`src/rtl/beat_scheduler.sv`:
```
`default_nettype none
// ============================================================================
//  Module      : beat_scheduler
//  Description : Musical time base. Divides i_clk by a programmable period
//                into sub-beat ticks, groups sub-beats into beats and beats
//                into bars, with a one-bar count-in, pause/resume and tempo
//                changes that only take effect on beat boundaries.
//  Revision    : 1.0 - initial release
// ============================================================================
module beat_scheduler #(
    parameter int               DIV_W      = 20,
    parameter logic [DIV_W-1:0] DEF_PERIOD = DIV_W'(187500),
    parameter int               SUBS       = 4,
    parameter int               BEATS      = 4,
    parameter int               BAR_W      = 8
) (
    input  logic                       i_clk,
    input  logic                       i_rst_n,
    input  logic                       i_start,
    input  logic                       i_pause,
    input  logic                       i_stop,
    input  logic                       i_period_wr,
    input  logic [DIV_W-1:0]           i_period,
    output logic [1:0]                 o_state,
    output logic                       o_sub_tick,
    output logic                       o_beat_tick,
    output logic [$clog2(SUBS)-1:0]    o_sub_idx,
    output logic [$clog2(BEATS)-1:0]   o_beat_idx,
    output logic [BAR_W-1:0]           o_bar_cnt,
    output logic                       o_count_in,
    output logic                       o_period_err
);

    localparam int               SUB_W      = $clog2(SUBS);
    localparam int               BEAT_W     = $clog2(BEATS);
    localparam logic [SUB_W-1:0]  SUB_LAST   = SUB_W'(SUBS - 1);
    localparam logic [BEAT_W-1:0] BEAT_FIRST = BEAT_W'(BEATS - 1);
    localparam logic [DIV_W-1:0]  MIN_PERIOD = DIV_W'(2);

    typedef enum logic [1:0] {
        ST_IDLE     = 2'd0,
        ST_COUNT_IN = 2'd1,
        ST_RUN      = 2'd2,
        ST_PAUSE    = 2'd3
    } state_t;

    state_t             state_q,      state_d;
    state_t             resume_q,     resume_d;
    logic [DIV_W-1:0]   div_q,        div_d;
    logic [SUB_W-1:0]   sub_idx_q,    sub_idx_d;
    logic [BEAT_W-1:0]  beat_idx_q,   beat_idx_d;
    logic [BAR_W-1:0]   bar_cnt_q,    bar_cnt_d;
    logic               sub_tick_q,   sub_tick_d;
    logic               beat_tick_q,  beat_tick_d;
    logic               count_in_q,   count_in_d;
    logic               period_err_q, period_err_d;
    logic [DIV_W-1:0]   active_q,     active_d;
    logic [DIV_W-1:0]   pending_q,    pending_d;
    logic               pend_vld_q,   pend_vld_d;

    // Time base only advances while counting; a stop on the same edge wins.
    logic running;
    logic div_wrap;
    logic sub_wrap;
    logic beat_wrap;

    assign running   = ((state_q == ST_COUNT_IN) || (state_q == ST_RUN)) && !i_stop;
    assign div_wrap  = running && (div_q == (active_q - 1'b1));
    assign sub_wrap  = div_wrap && (sub_idx_q == SUB_LAST);
    assign beat_wrap = sub_wrap && (beat_idx_q == '0);

    // Next-state, counter and period-register logic.
    always_comb begin
        state_d      = state_q;
        resume_d     = resume_q;
        div_d        = div_q;
        sub_idx_d    = sub_idx_q;
        beat_idx_d   = beat_idx_q;
        bar_cnt_d    = bar_cnt_q;
        sub_tick_d   = 1'b0;
        beat_tick_d  = 1'b0;
        period_err_d = 1'b0;
        active_d     = active_q;
        pending_d    = pending_q;
        pend_vld_d   = pend_vld_q;

        // A pending tempo is adopted on the edge that produces a beat tick;
        // the divider is already restarting at 0 on that edge.
        if (sub_wrap && pend_vld_q) begin
            active_d   = pending_q;
            pend_vld_d = 1'b0;
        end

        // Writes below the minimum are dropped. While stopped the new tempo
        // is used at once; otherwise it waits for the next beat boundary.
        // Coming after the load above, a write on a beat edge stays pending.
        if (i_period_wr) begin
            if (i_period < MIN_PERIOD) begin
                period_err_d = 1'b1;
            end else if (state_q == ST_IDLE) begin
                active_d   = i_period;
                pending_d  = i_period;
                pend_vld_d = 1'b0;
            end else begin
                pending_d  = i_period;
                pend_vld_d = 1'b1;
            end
        end

        case (state_q)
            ST_IDLE: begin
                if (!i_stop && i_start) begin
                    state_d = ST_COUNT_IN;
                end
                div_d      = '0;
                sub_idx_d  = '0;
                beat_idx_d = BEAT_FIRST;
                bar_cnt_d  = '0;
            end

            ST_COUNT_IN, ST_RUN: begin
                if (i_stop) begin
                    state_d    = ST_IDLE;
                    div_d      = '0;
                    sub_idx_d  = '0;
                    beat_idx_d = BEAT_FIRST;
                    bar_cnt_d  = '0;
                end else begin
                    div_d = div_wrap ? '0 : (div_q + 1'b1);
                    if (div_wrap) begin
                        sub_tick_d = 1'b1;
                        sub_idx_d  = sub_idx_q + 1'b1;
                    end
                    if (sub_wrap) begin
                        beat_tick_d = 1'b1;
                        beat_idx_d  = beat_idx_q - 1'b1;
                    end
                    if (beat_wrap) begin
                        if (state_q == ST_RUN) begin
                            bar_cnt_d = bar_cnt_q + 1'b1;
                        end else begin
                            state_d = ST_RUN;
                        end
                    end
                    // The edge carrying the pause still completes its update;
                    // resume goes to wherever that update would have led.
                    if (i_pause) begin
                        resume_d = state_d;
                        state_d  = ST_PAUSE;
                    end
                end
            end

            ST_PAUSE: begin
                if (i_stop) begin
                    state_d    = ST_IDLE;
                    div_d      = '0;
                    sub_idx_d  = '0;
                    beat_idx_d = BEAT_FIRST;
                    bar_cnt_d  = '0;
                end else if (i_start && !i_pause) begin
                    state_d = resume_q;
                end
            end

            default: begin
                state_d = ST_IDLE;
            end
        endcase

        count_in_d = (state_d == ST_COUNT_IN);
    end

    // State and counter registers with asynchronous reset.
    always_ff @(posedge i_clk or negedge i_rst_n) begin
        if (!i_rst_n) begin
            state_q      <= ST_IDLE;
            resume_q     <= ST_COUNT_IN;
            div_q        <= '0;
            sub_idx_q    <= '0;
            beat_idx_q   <= BEAT_FIRST;
            bar_cnt_q    <= '0;
            sub_tick_q   <= 1'b0;
            beat_tick_q  <= 1'b0;
            count_in_q   <= 1'b0;
            period_err_q <= 1'b0;
            active_q     <= DEF_PERIOD;
            pending_q    <= DEF_PERIOD;
            pend_vld_q   <= 1'b0;
        end else begin
            state_q      <= state_d;
            resume_q     <= resume_d;
            div_q        <= div_d;
            sub_idx_q    <= sub_idx_d;
            beat_idx_q   <= beat_idx_d;
            bar_cnt_q    <= bar_cnt_d;
            sub_tick_q   <= sub_tick_d;
            beat_tick_q  <= beat_tick_d;
            count_in_q   <= count_in_d;
            period_err_q <= period_err_d;
            active_q     <= active_d;
            pending_q    <= pending_d;
            pend_vld_q   <= pend_vld_d;
        end
    end

    assign o_state      = state_q;
    assign o_sub_tick   = sub_tick_q;
    assign o_beat_tick  = beat_tick_q;
    assign o_sub_idx    = sub_idx_q;
    assign o_beat_idx   = beat_idx_q;
    assign o_bar_cnt    = bar_cnt_q;
    assign o_count_in   = count_in_q;
    assign o_period_err = period_err_q;

endmodule
`default_nettype wire

```
`config.mk`:
```
export PLATFORM = sky130hd
export DESIGN_NAME = beat_scheduler
export DESIGN_NICKNAME = d
export VERILOG_FILES = /design/src/rtl/beat_scheduler.sv
export SDC_FILE = /design/constraint.sdc
export NUM_CORES = 1
export LEC_CHECK = 0
export ABC_AREA = 1
export CAP_MARGIN = 20
export CORE_MARGIN = 2
export CORE_UTILIZATION = 55
export CTS_CLUSTER_DIAMETER = 80
export DETAILED_ROUTE_END_ITERATION = 10
export HOLD_SLACK_MARGIN = 0.05
export PLACE_DENSITY = 0.82
export SETUP_SLACK_MARGIN = 0.4
export SYNTH_ARGS = -nofsm -noshare
export SYNTH_HDL_FRONTEND = slang
export SYNTH_SLANG_ARGS = --single-unit
```
`constraint.sdc`:
```
create_clock -name i_clk -period 3.3 [get_ports i_clk]
set_clock_uncertainty 0.05 [all_clocks]
set_input_delay 0.33 -clock i_clk [delete_from_list [all_inputs] [get_ports i_clk]]
set_output_delay 0.33 -clock i_clk [all_outputs]
set_load 0.005 [all_outputs]
```
Yosys cells after proc, flatten, opt, wreduce, memory -nomap -nowiden
Index checks and enable logic that the tools add are counted.

Flip-flop bits (word level): 81. Input bits: 26. Output and inout port bits: 18.

$add $sub $neg: 5. Bitwise logic cells: 2. Reductions and logical operators: 18. Mux-type cells: 41. Magnitude comparators: 1. Eq/ne operators: 11.

Operators with widths (number): $mux 20 (7); $pmux 20 s3 (1); $mux 8 (4); $mux 2 (13); $pmux 8 s3 (1); $add 20x1->20 const B (1); $eq 20x20->1 (1); $lt 20x2->1 const B (1); $sub 20x1->20 const B (1); $pmux 2 s3 (3); $mux 1 (12); $ne 3x3->1 const B (4); $add 8x1->8 const B (1); $logic_and 1x1->1 (7); $eq 2x2->1 const B (3); $reduce_and 2->1 (3); $reduce_and 3->1 (2); $eq 2x1->1 const B (2); $logic_not 2->1 (2); $add 2x1->2 const B (1); $logic_not 1->1 (2); $ne 2x2->1 const B (1); $not 1->1 (2); $reduce_or 2->1 (1); other kinds (2) (2).

Longest topological paths before layout
Gate-level depths: netlist of the first run.

Word-level depth: 11. Gate-level depth with buffers: 22. Gate-level depth less buffers: 21.

Worst setup path after synthesis of the first run
OpenSTA, ideal clock, no wires.

Kind: register -> register. Start point: register active_q[0]. End point: register active_q[4]. Required time: 3.137 ns. Data arrival time: 2.173 ns. Setup time: 0.113 ns. Path buffers: 1. Stages on the path, launching flop included: 21. Clock period less this slack: 2.336 ns. Slack: 0.964 ns. Cells stage by stage: dfrtp_1 inv_1 ha_1 nand3_2 nor2_2 nand2_1 nand2_1 nand2_1 nor2_1 nand2_1 nor2_2 nand3_2 nor2_4 nand2_4 clkinv_2 nand2_2 buf_6 nand2_1 nand3_1 nand2_1 inv_1.

Word-level cells in the longest chain between the ends: 9.

RTL lines: start, declared (RTL line 57) `logic [DIV_W-1:0] active_q, active_d;`; start signal, assigned (RTL line 201) `active_q <= active_d;`; $sub 20x1->20 (*) (RTL line 68) `assign div_wrap = running && (div_q == (active_q - 1'b1));`; $eq 20x20->1 (*) (RTL line 68); $logic_and 1x1->1 (*) (RTL line 68); $logic_and 1x1->1 (*) (RTL line 69) `assign sub_wrap = div_wrap && (sub_idx_q == SUB_LAST);`; $logic_and 1x1->1 (*) (RTL line 89) `if (sub_wrap && pend_vld_q) begin`; $mux 20 (*) (RTL line 89); $mux 20 (RTL line 100) `end else if (state_q == ST_IDLE) begin`; $mux 20 (RTL line 98) `if (i_period < MIN_PERIOD) begin`; $mux 20 (*) (RTL line 97) `if (i_period_wr) begin`; via active_d[4] (RTL line 57).

The timed path passes the listed nets; every way through them passes the cells marked *. A chain may end at the register's enable or synchronous reset.

Final worst setup path of the first run
Start point: register active_q[0]. End point: register active_q[0].

Word-level cells in the longest chain between the ends: 9.

RTL lines (RTL line): $sub 20x1->20 (68); $eq 20x20->1 (68); $logic_and 1x1->1 (68); $logic_and 1x1->1 (69); $logic_and 1x1->1 (89); $mux 20 (*) (89); $mux 20 (100); $mux 20 (98); $mux 20 (*) (97); via active_d[0] (57).

Marks and branches as above.

==> results of run 1 <==
worst reg2reg max path: stages (launching register included):
cell	delay (ns)
dfrtp_1	0.40
inv_1	0.14
ha_2	0.24
nand3_4	0.13
nor2_4	0.14
nand2_2	0.10
nor2_4	0.10
nand2_1	0.06
nand2_1	0.06
nand2_1	0.06
nor2_2	0.11
nand3_2	0.12
nor2_4	0.17
nand2_4	0.12
clkinv_8	0.13
nand2_8	0.11
nand2_1	0.12
nand3_1	0.10
nand2_1	0.11
inv_1	0.04
layout by cell type (no fill, tap or decap), types with 5 or more instances in the layout:
cell type        netlist  layout
nand2_1              190     190
inv_1                101     101
nand3_1               72      72
nor2_1                64      64
dfrtp_1               58      58
clkdlybuf4s50_1        0      42
o21ai_0               35      35
dfstp_2               23      23
xor2_1                18      18
xnor2_1               12      12
nor3_1                12      12
clkbuf_8               0      11
a21oi_1               10      10
nand4_1                8       8
nor4_1                 8       8
nor2_2                 8       7
nor2_4                 6       7
ha_1                   8       7
nand2_2                6       5
buf_4                  2       5
where the power goes:
group	total [mW]	internal [mW]	switching (mW)
sequential	1.49	1.24	0.251
clock	0.845	0.471	0.373
combinational	1.29	0.466	0.824
total	3.63	2.18	1.45
final timing paths:
check | from | endpoint | slack [ns] | depth (start not counted)
max in group asynchronous | i_rst_n | pending_q[10] | 2.31 | 3
max | active_q[0] | active_q[0] | 0.60 | 19
min in group i_clk | resume_q[0] | resume_q[0] | 0.44 | 2
min reg2reg | resume_q[0] | resume_q[0] | 0.44 | 2
max reg2reg | active_q[0] | active_q[0] | 0.60 | 19
min | i_rst_n | o_bar_cnt[5] | 0.25 | 2
kinds of logic (layout without fill, tap and decap cells):
kind of cell / count (synthesis) / in the layout / share of synthesized area (%)
AO/OA/AOI/OAI: 48 / 48 / 5.00
XOR/XNOR: 31 / 31 / 5.82
adder cells (fa/ha/maj): 8 / 8 / 2.04
buffers and inverters: 123 / 170 / 9.98
flip-flops: 81 / 81 / 41.9
multiplexers: 1 / 1 / 0.230
AND/OR/NAND/NOR: 383 / 383 / 35.0
sequential cells by signal, indices dropped and copies added, names as in the netlist:
register,cells
active_q,20
div_q,20
o_bar_cnt,8
o_beat_idx,2
o_beat_tick,1
o_count_in,1
o_period_err,1
o_state,2
o_sub_idx,2
o_sub_tick,1
pend_vld_q,1
pending_q,20
resume_q,2
metal layers:
layer,part of all wire (%),wire length (um),global-route usage [%],vias to the layer above
met5,0,0,0,-
met4,1.5,165,6.01,0
met3,4.2,454,5.18,19
met2,48,5130,37.3,101
met1,46,4960,31.2,2029
li1,-,-,-,2195
per-stage QoR:
step / power [mW] / worst slack [ns] / utilization [%] / hold slack, ns
finish: 3.63 / 0.605 / 65.9 / 0.254
global route: 3.90 / 0.397 / 65.9 / 0.250
CTS: 3.61 / 0.497 / 64.9 / 0.109
detailed placement: 2.75 / 0.327 / 62.1 / 0.427
global placement: 2.69 / 0.480 / 62.1 / 0.417
floorplan: 2.38 / 0.964 / - / -0.0156
area by class of cell:
cell class / count / area (um^2) / share of cell area, %
Timing Repair Buffer: 49 / 495 / 8.67
Clock buffer: 11 / 151 / 2.65
Sequential cell: 81 / 2060 / 36.0
Tap cell: 108 / 135 / 2.36
Inverter: 105 / 407 / 7.11
Clock inverter: 5 / 85.1 / 1.49
Multi-Input combinational cell: 471 / 2390 / 41.8
timing repair:
action                                  CTS  global route
endpoints found under the setup margin   20            47
pin swaps                                 0             1
resized for setup                         2             6
endpoints found under the hold margin     0            47
hold buffers                              0             1
setup buffers                             0             2
==> impl_metrics.json, run 1 <==
{
  "endpoint_kind": "flip-flop",
  "yosysWarnings": 0,
  "synth_top_area_share_pct": 29.6,
  "vias": 4344,
  "clockBufferDepth": 2,
  "slew_headroom_pct": 48.7,
  "placed_area_um2": 5390,
  "drive_above_1_share_pct": 10.5,
  "slowest_delay_ns": 0.40,
  "startpoint_type": "flip-flop",
  "hold_viol": 0,
  "cts_max_level": 3,
  "max_slew.worst_pin.slew_ns": 0.769,
  "wirelength_um": 10700,
  "grt_pass1_vias": 4163,
  "yosysMostFrequentCell": "nand2_1",
  "cts_sinks": 81,
  "syn-cell-area_um2": 4900,
  "filler_cell_count": 749,
  "crit_chain": "inv_1 > ha_2 > nand3_4 > nor2_4 > nand2_2 > nor2_4 > nand2_1 > nand2_1 > nand2_1 > nor2_2 > nand3_2 > nor2_4 > nand2_4 > clkinv_8 > nand2_8 > nand2_1 > nand3_1 > nand2_1 > inv_1",
  "worstPathArrival_ns": 2.90,
  "peakVddDrop_mv": 0.390,
  "io_pins": 44,
  "synth_area_leaders": "dfrtp_1 30%, nand2_1 15%, dfstp_2 12%",
  "overflow": 0,
  "rsz0062_at_grt": "false",
  "drc": 0,
  "pwr_density_cell_nw_per_um2": 634,
  "routabilityCongestion": 0.964,
  "ys_ff_latch": 81,
  "grt_max_degree": 82,
  "cts_buffers": 9,
  "diodes": 0,
  "drt_iter0_markers": 223,
  "cp_common_cell": "nand2_1",
  "holdCritPathClass": "in -> async",
  "mappedNetlistNets": 709,
  "dp_cells": 810,
  "clock_latency_ns": 0.37,
  "stdcell_count": 830,
  "synth_edf_count": 0,
  "rows": 34,
  "crit_fanout": 22,
  "syn_to_final_growth_pct": 16.6,
  "crit_buf_inv": 3,
  "avgSynthCellArea_um2": 7.26,
  "die_x_um": 98.4,
  "die_h_um": 98.4,
  "setup_violations": 0,
  "grt_pass1_wl_um": 18300,
  "fin_crit_sh_pct": 81.7,
  "slowest_stage": "dfrtp_1",
  "via_per_inst": 5.23,
  "synth_common_cells": "190 x nand2_1, 101 x inv_1, 72 x nand3_1, 64 x nor2_1, 58 x dfrtp_1",
  "routedWlPerCell_um": 12.9,
  "start_util_pct": 56.5,
  "synth_ff_type": "dfrtp_1",
  "netlist_instances": 675,
  "cap_violations": 0,
  "yosysSeqAreaShare_pct": 41.9,
  "leakage_nw": 2.77,
  "antenna_found_initial": 0,
  "core_area_um2": 8680,
  "root_buffer": "clkbuf_8",
  "ys_async_sr_fraction_pct": 100,
  "drt-pass1-iter-count": 5,
  "yosysTopAreaCell": "dfrtp_1",
  "cts_tree": "built",
  "nNetsFinal": 751,
  "crit_family": "simple AND/OR/NAND/NOR gates",
  "synth.distinct_cells": 36,
  "io_buffers": 43,
  "critPathKind": "reg -> reg",
  "slew_violations": 0,
  "grt_usage_pct": 22.9,
  "finalCriticalPeriod_ns": 2.70,
  "fin_tns_setup_ns": 0,
  "hpwl_um": 7870,
  "ant_nets": 0,
  "dieArea_um2": 9690,
  "path_clk_slew_ns": 0.10,
  "final_area_um2": 5720,
  "outcome": "finished, final reports clean",
  "required_ns": 3.51,
  "max_freq_mhz": 371
}
No activity file was read; power rests on OpenSTA's default activity.
==> inputs of run 2 (changes only) <==
clock period = 2.7 ns   (was 3.3 ns; I/O delays follow)
==> run 2 against run 1 <==
Effect of this change: register-to-register slack worse by 0.41 ns; die area unchanged; largest cell class unchanged; design area up 9.1%; clock-buffer cell count up 1; global-route usage up 3.0 points; cell count up 3.9%; fmax up 7.7%; worst setup slack worse by 0.41 ns; critical endpoint is now o_bar_cnt[3]; utilization up 6.0 points; first-iteration DRC count up 53%; critical path depth down 1; wire length up 21%.
==> impl_metrics.json, run 2 (synthesis gave the netlist of run 1 again) <==
{
  "outcome": "finished, final reports clean",
  "hpwl_um": 7990,
  "drt_iter0_markers": 341,
  "grt_pass1_vias": 4503,
  "via_per_inst": 5.52,
  "nNetsFinal": 783,
  "rrSetupSlack_ns": 0.20,
  "drc": 0,
  "syn_to_final_growth_pct": 27.2,
  "final_area_um2": 6240,
  "path_clk_slew_ns": 0.08,
  "filler_cell_count": 649,
  "wirelength_um": 13000,
  "rows": 34,
  "hold_slack_ns": 0.368,
  "root_buffer": "clkbuf_8",
  "crit_path_end": "o_bar_cnt[3]",
  "slew_headroom_pct": 63.5,
  "die_x_um": 98.4,
  "cts_tree": "built",
  "cts_buffers": 9,
  "die_h_um": 98.4,
  "grt_max_degree": 82,
  "drive_above_1_share_pct": 20.7,
  "diodes": 0,
  "setup_violations": 0,
  "fin_util_pct": 71.9,
  "slew_violations": 0,
  "stdcell_count": 862,
  "core_area_um2": 8680,
  "overflow": 0,
  "fin_crit_sh_pct": 92.7,
  "mostFrequentLayoutCell": "nand2_1",
  "grt_pass1_wl_um": 20400,
  "grt_usage_pct": 25.9,
  "endpoint_kind": "flip-flop",
  "start_util_pct": 56.5,
  "worst_r2r_endpoint": "o_bar_cnt[3]",
  "dieArea_um2": 9690,
  "io_buffers": 43,
  "cts_max_level": 3,
  "leakage_nw": 2.98,
  "clockBufferDepth": 2,
  "rsz0062_at_grt": "true",
  "pwr_density_cell_nw_per_um2": 782,
  "top_regs": "active_q x20, div_q x20, pending_q x20",
  "crit_start": "active_q[0]",
  "holdCritPathClass": "in -> async",
  "hold_viol": 0,
  "cts_sinks": 81,
  "max_freq_mhz": 400,
  "critPathKind": "reg -> reg",
  "drt-pass1-iter-count": 5,
  "routedWlPerCell_um": 15.1,
  "r2r-start": "active_q[0]",
  "io_pins": 44,
  "peakVddDrop_mv": 0.423,
  "ant_nets": 0,
  "rr_worst_depth": 18,
  "max_slew.worst_pin.slew_ns": 0.548,
  "worstPathArrival_ns": 2.77,
  "placed_area_um2": 5460,
  "crit_fanout": 7,
  "vias": 4756,
  "dp_cells": 818,
  "startpoint_type": "flip-flop",
  "routabilityCongestion": 0.876,
  "fin_tns_setup_ns": 0,
  "layout_common_cells": "173 x nand2_1, 96 x inv_1, 61 x nand3_1",
  "required_ns": 2.96,
  "clock_latency_ns": 0.37,
  "antenna_found_initial": 0,
  "finalCriticalPeriod_ns": 2.50,
  "cap_violations": 0
}
[run 2: changes by cell type in the layout (fill, tap and decap cells not counted), moves of 5 or more]
cell	before	now
buf_4	5	26
inv_1	101	96
nand2_1	190	173
nand2_2	5	18
nand3_1	72	61
nand3_2	1	13
nor2_1	64	57
[run 2: per-layer routing]
metal  track usage [%]  vias to the layer above  share of wire, %
li1                  -                     2265                 -
met1              32.5                     2215                41
met2              44.4                      230                49
met3              5.53                       46               6.5
met4              8.96                        0               3.0
met5                 0                        -                 0
[run 2: per-stage QoR]
stage	total power [mW]	setup WS [ns]
floorplan	2.93	0.400
global placement	3.37	0.206
detailed placement	3.44	0.0423
CTS	4.52	0.262
global route	5.17	0.00323
finish	4.87	0.198
[run 2: worst max-delay path: stages (launching register included)]
cell	delay, ns
dfrtp_1	0.41
inv_2	0.12
buf_4	0.14
nand2_4	0.08
nor2_4	0.20
nand2_2	0.10
nor2_2	0.08
nand2_1	0.05
nand2_1	0.06
nand2_1	0.07
nor2_2	0.12
nand3_2	0.12
nor2_4	0.15
nand2_4	0.12
nor2_4	0.17
nand3_4	0.15
nand2_8	0.13
nand2_2	0.05
nand2_1	0.07
[run 2: cell type report]
| class | instances | area, um^2 | share of cell area, % |
|---|---|---|---|
| sequential | 81 | 2060 | 33.0 |
| clock buffer | 12 | 145 | 2.33 |
| timing repair buffer | 79 | 820 | 13.1 |
| clock inverter | 4 | 52.6 | 0.843 |
| inverter | 105 | 410 | 6.58 |
| multi-input combinational | 473 | 2620 | 41.9 |
| tap | 108 | 135 | 2.17 |
[run 2: power by group]
group	switching, mW	total [mW]	internal (mW)
clock network	0.462	0.918	0.455
registers	0.322	1.84	1.52
logic	1.27	2.11	0.845
[run 2: how the worst min path moves through the flow]
stage / from / end / slack, ns / depth (start not counted)
after detailed placement: pending_q[4] / pending_q[4] / 0.42 / 2
after global placement: pending_q[7] / pending_q[7] / 0.42 / 2
after CTS: i_rst_n / o_bar_cnt[3] / 0.07 / 1
after floorplan: i_rst_n / active_q[0] / -0.08 / 0
final: i_rst_n / o_bar_cnt[3] / 0.37 / 2
after global routing: i_rst_n / o_bar_cnt[3] / 0.41 / 2
[run 2: repair_timing]
item / 4_1_cts / 5_1_grt
resized for setup: 33 / 43
hold buffers: 0 / 1
cloned: 4 / 1
pin swaps: 13 / 15
endpoints found under the setup margin: 52 / 60
setup buffers: 15 / 6
hold endpoints to repair: 0 / 33
==> inputs of run 3 (changes only) <==
CORE_MARGIN = 8   (was 2)
GPL_ROUTABILITY_DRIVEN = 0   (was unset)
==> run 3 against run 2 <==
Effect of this change: global-route usage down 6.5 points; worst setup slack worse by 0.010 ns; utilization decreased by 1.8 points; register-to-register slack about the same; non-clock buffer count down 4; critical path type unchanged; critical endpoint is now o_count_in; highest routed layer unchanged.
==> impl_metrics.json, run 3 (synthesis gave the netlist of run 1 again) <==
{
  "outcome": "finished, final reports clean",
  "crit_chain": "nor2_1 > nand2_2 > nor2_4 > buf_4 > nand2_1 > nand2_1 > nor2_1 > nand3_1 > nor2_2 > nand3_2 > nor2_4 > buf_4 > nand3_2 > nand2_2 > nand2_1 > a21oi_2 > nor2_1",
  "hold_slack_ns": 0.201,
  "drive_above_1_share_pct": 16.8,
  "io_pins": 44,
  "crit_path_end": "o_count_in",
  "ant_nets": 0,
  "layout_common_cells": "185 x nand2_1, 97 x inv_1, 69 x nand3_1",
  "finalCriticalPeriod_ns": 2.51,
  "grt_pass1_vias": 4473,
  "hpwl_um": 8330,
  "core_area_um2": 8680,
  "peakVddDrop_mv": 0.505,
  "routedWlPerCell_um": 14.4,
  "overflow": 0,
  "cap_violations": 0,
  "via_per_inst": 5.36,
  "crit_start": "active_q[6]",
  "start_util_pct": 56.5,
  "worstPathArrival_ns": 2.72,
  "max_freq_mhz": 398,
  "slowest_stage": "dfstp_2",
  "critPathKind": "reg -> reg",
  "dieArea_um2": 12200,
  "die_x_um": 110,
  "io_buffers": 43,
  "max_slew.worst_pin.slew_ns": 0.472,
  "rr_worst_depth": 17,
  "grt_usage_pct": 19.4,
  "top_regs": "active_q x20, div_q x20, pending_q x20",
  "vias": 4601,
  "drc": 0,
  "nNetsFinal": 779,
  "r2r-start": "active_q[6]",
  "mostFrequentLayoutCell": "nand2_1",
  "slew_headroom_pct": 68.3,
  "pwr_density_cell_nw_per_um2": 767,
  "path_clk_slew_ns": 0.09,
  "rsz0062_at_grt": "true",
  "cts_buffers": 9,
  "clock_latency_ns": 0.36,
  "crit_fanout": 5,
  "filler_cell_count": 695,
  "root_buffer": "clkbuf_8",
  "cts_tree": "built",
  "drt-pass1-iter-count": 4,
  "cts_max_level": 3,
  "slowest_delay_ns": 0.60,
  "setup_violations": 0,
  "grt_pass1_wl_um": 20400,
  "required_ns": 2.91,
  "slew_violations": 0,
  "hold_viol": 0,
  "fin_util_pct": 70.1,
  "startpoint_type": "flip-flop",
  "worst_r2r_endpoint": "o_count_in",
  "rows": 34,
  "syn_to_final_growth_pct": 24.0,
  "wirelength_um": 12400,
  "rrSetupSlack_ns": 0.19,
  "grt_max_degree": 82,
  "leakage_nw": 2.94,
  "clockBufferDepth": 2,
  "die_h_um": 110,
  "fin_crit_sh_pct": 93.0,
  "endpoint_kind": "flip-flop",
  "antenna_found_initial": 0,
  "drt_iter0_markers": 245,
  "fin_tns_setup_ns": 0,
  "diodes": 0,
  "cts_sinks": 81,
  "holdCritPathClass": "in -> async"
}
-- run 3: power by group --
| part | total [mW] | internal (mW) | switching (mW) |
|---|---|---|---|
| sequential | 1.83 | 1.52 | 0.308 |
| clock | 1.01 | 0.549 | 0.463 |
| combinational | 1.82 | 0.708 | 1.11 |
-- run 3: cell type report --
type	instances	area (um^2)	area share, %
clock buffers	10	138	2.26
clock inverters	6	90.1	1.48
inverters	105	405	6.67
multi-input cells	473	2490	40.9
flip-flops and latches	81	2060	33.9
well taps	108	135	2.22
repair buffers	75	766	12.6
-- run 3: repair_timing --
| item | in CTS | in global routing |
|---|---|---|
| cloned | 1 | 3 |
| pin swaps | 17 | 5 |
| hold endpoints to repair | 0 | 61 |
| hold buffers | 0 | 1 |
| buffers inserted | 13 | 5 |
| endpoints found under the setup margin | 52 | 58 |
| resized for setup | 21 | 19 |
-- run 3: critical path, delay by kind of cell (launching register included) --
kind | cells | cell delay, ns
compound gates | 1 | 0.18
flops | 1 | 0.60
buf+inv | 2 | 0.28
simple gates | 14 | 1.29
-- run 3: layer usage --
layer,track usage [%],vias to the layer above,share of wire (%)
met5,0,-,0
met4,8.56,0,2.5
met3,3.79,33,5.1
met2,31.7,161,48
met1,24.2,2162,44
li1,-,2245,-
-- run 3: worst min path at each step --
stage	end	slack [ns]	cells after the start
6_report	pending_q[1]	0.20	2
5_1_grt	pending_q[1]	0.21	2
4_1_cts	pending_q[13]	0.06	1
3_5_place_dp	pending_q[13]	0.43	2
3_3_place_gp	pending_q[9]	0.42	2
2_1_floorplan	active_q[0]	-0.08	0
-- run 3: metrics by stage --
stage | setup slack [ns] | power [mW] | std cells | area (um^2)
detailed placement | 0.0872 | 3.44 | 818 | 5460
global route | 0.0152 | 4.99 | 858 | 6080
finish | 0.188 | 4.66 | 858 | 6080
CTS | 0.240 | 4.57 | 848 | 5880
floorplan | 0.400 | 2.93 | 675 | 4920
global placement | 0.205 | 3.37 | 818 | 5460
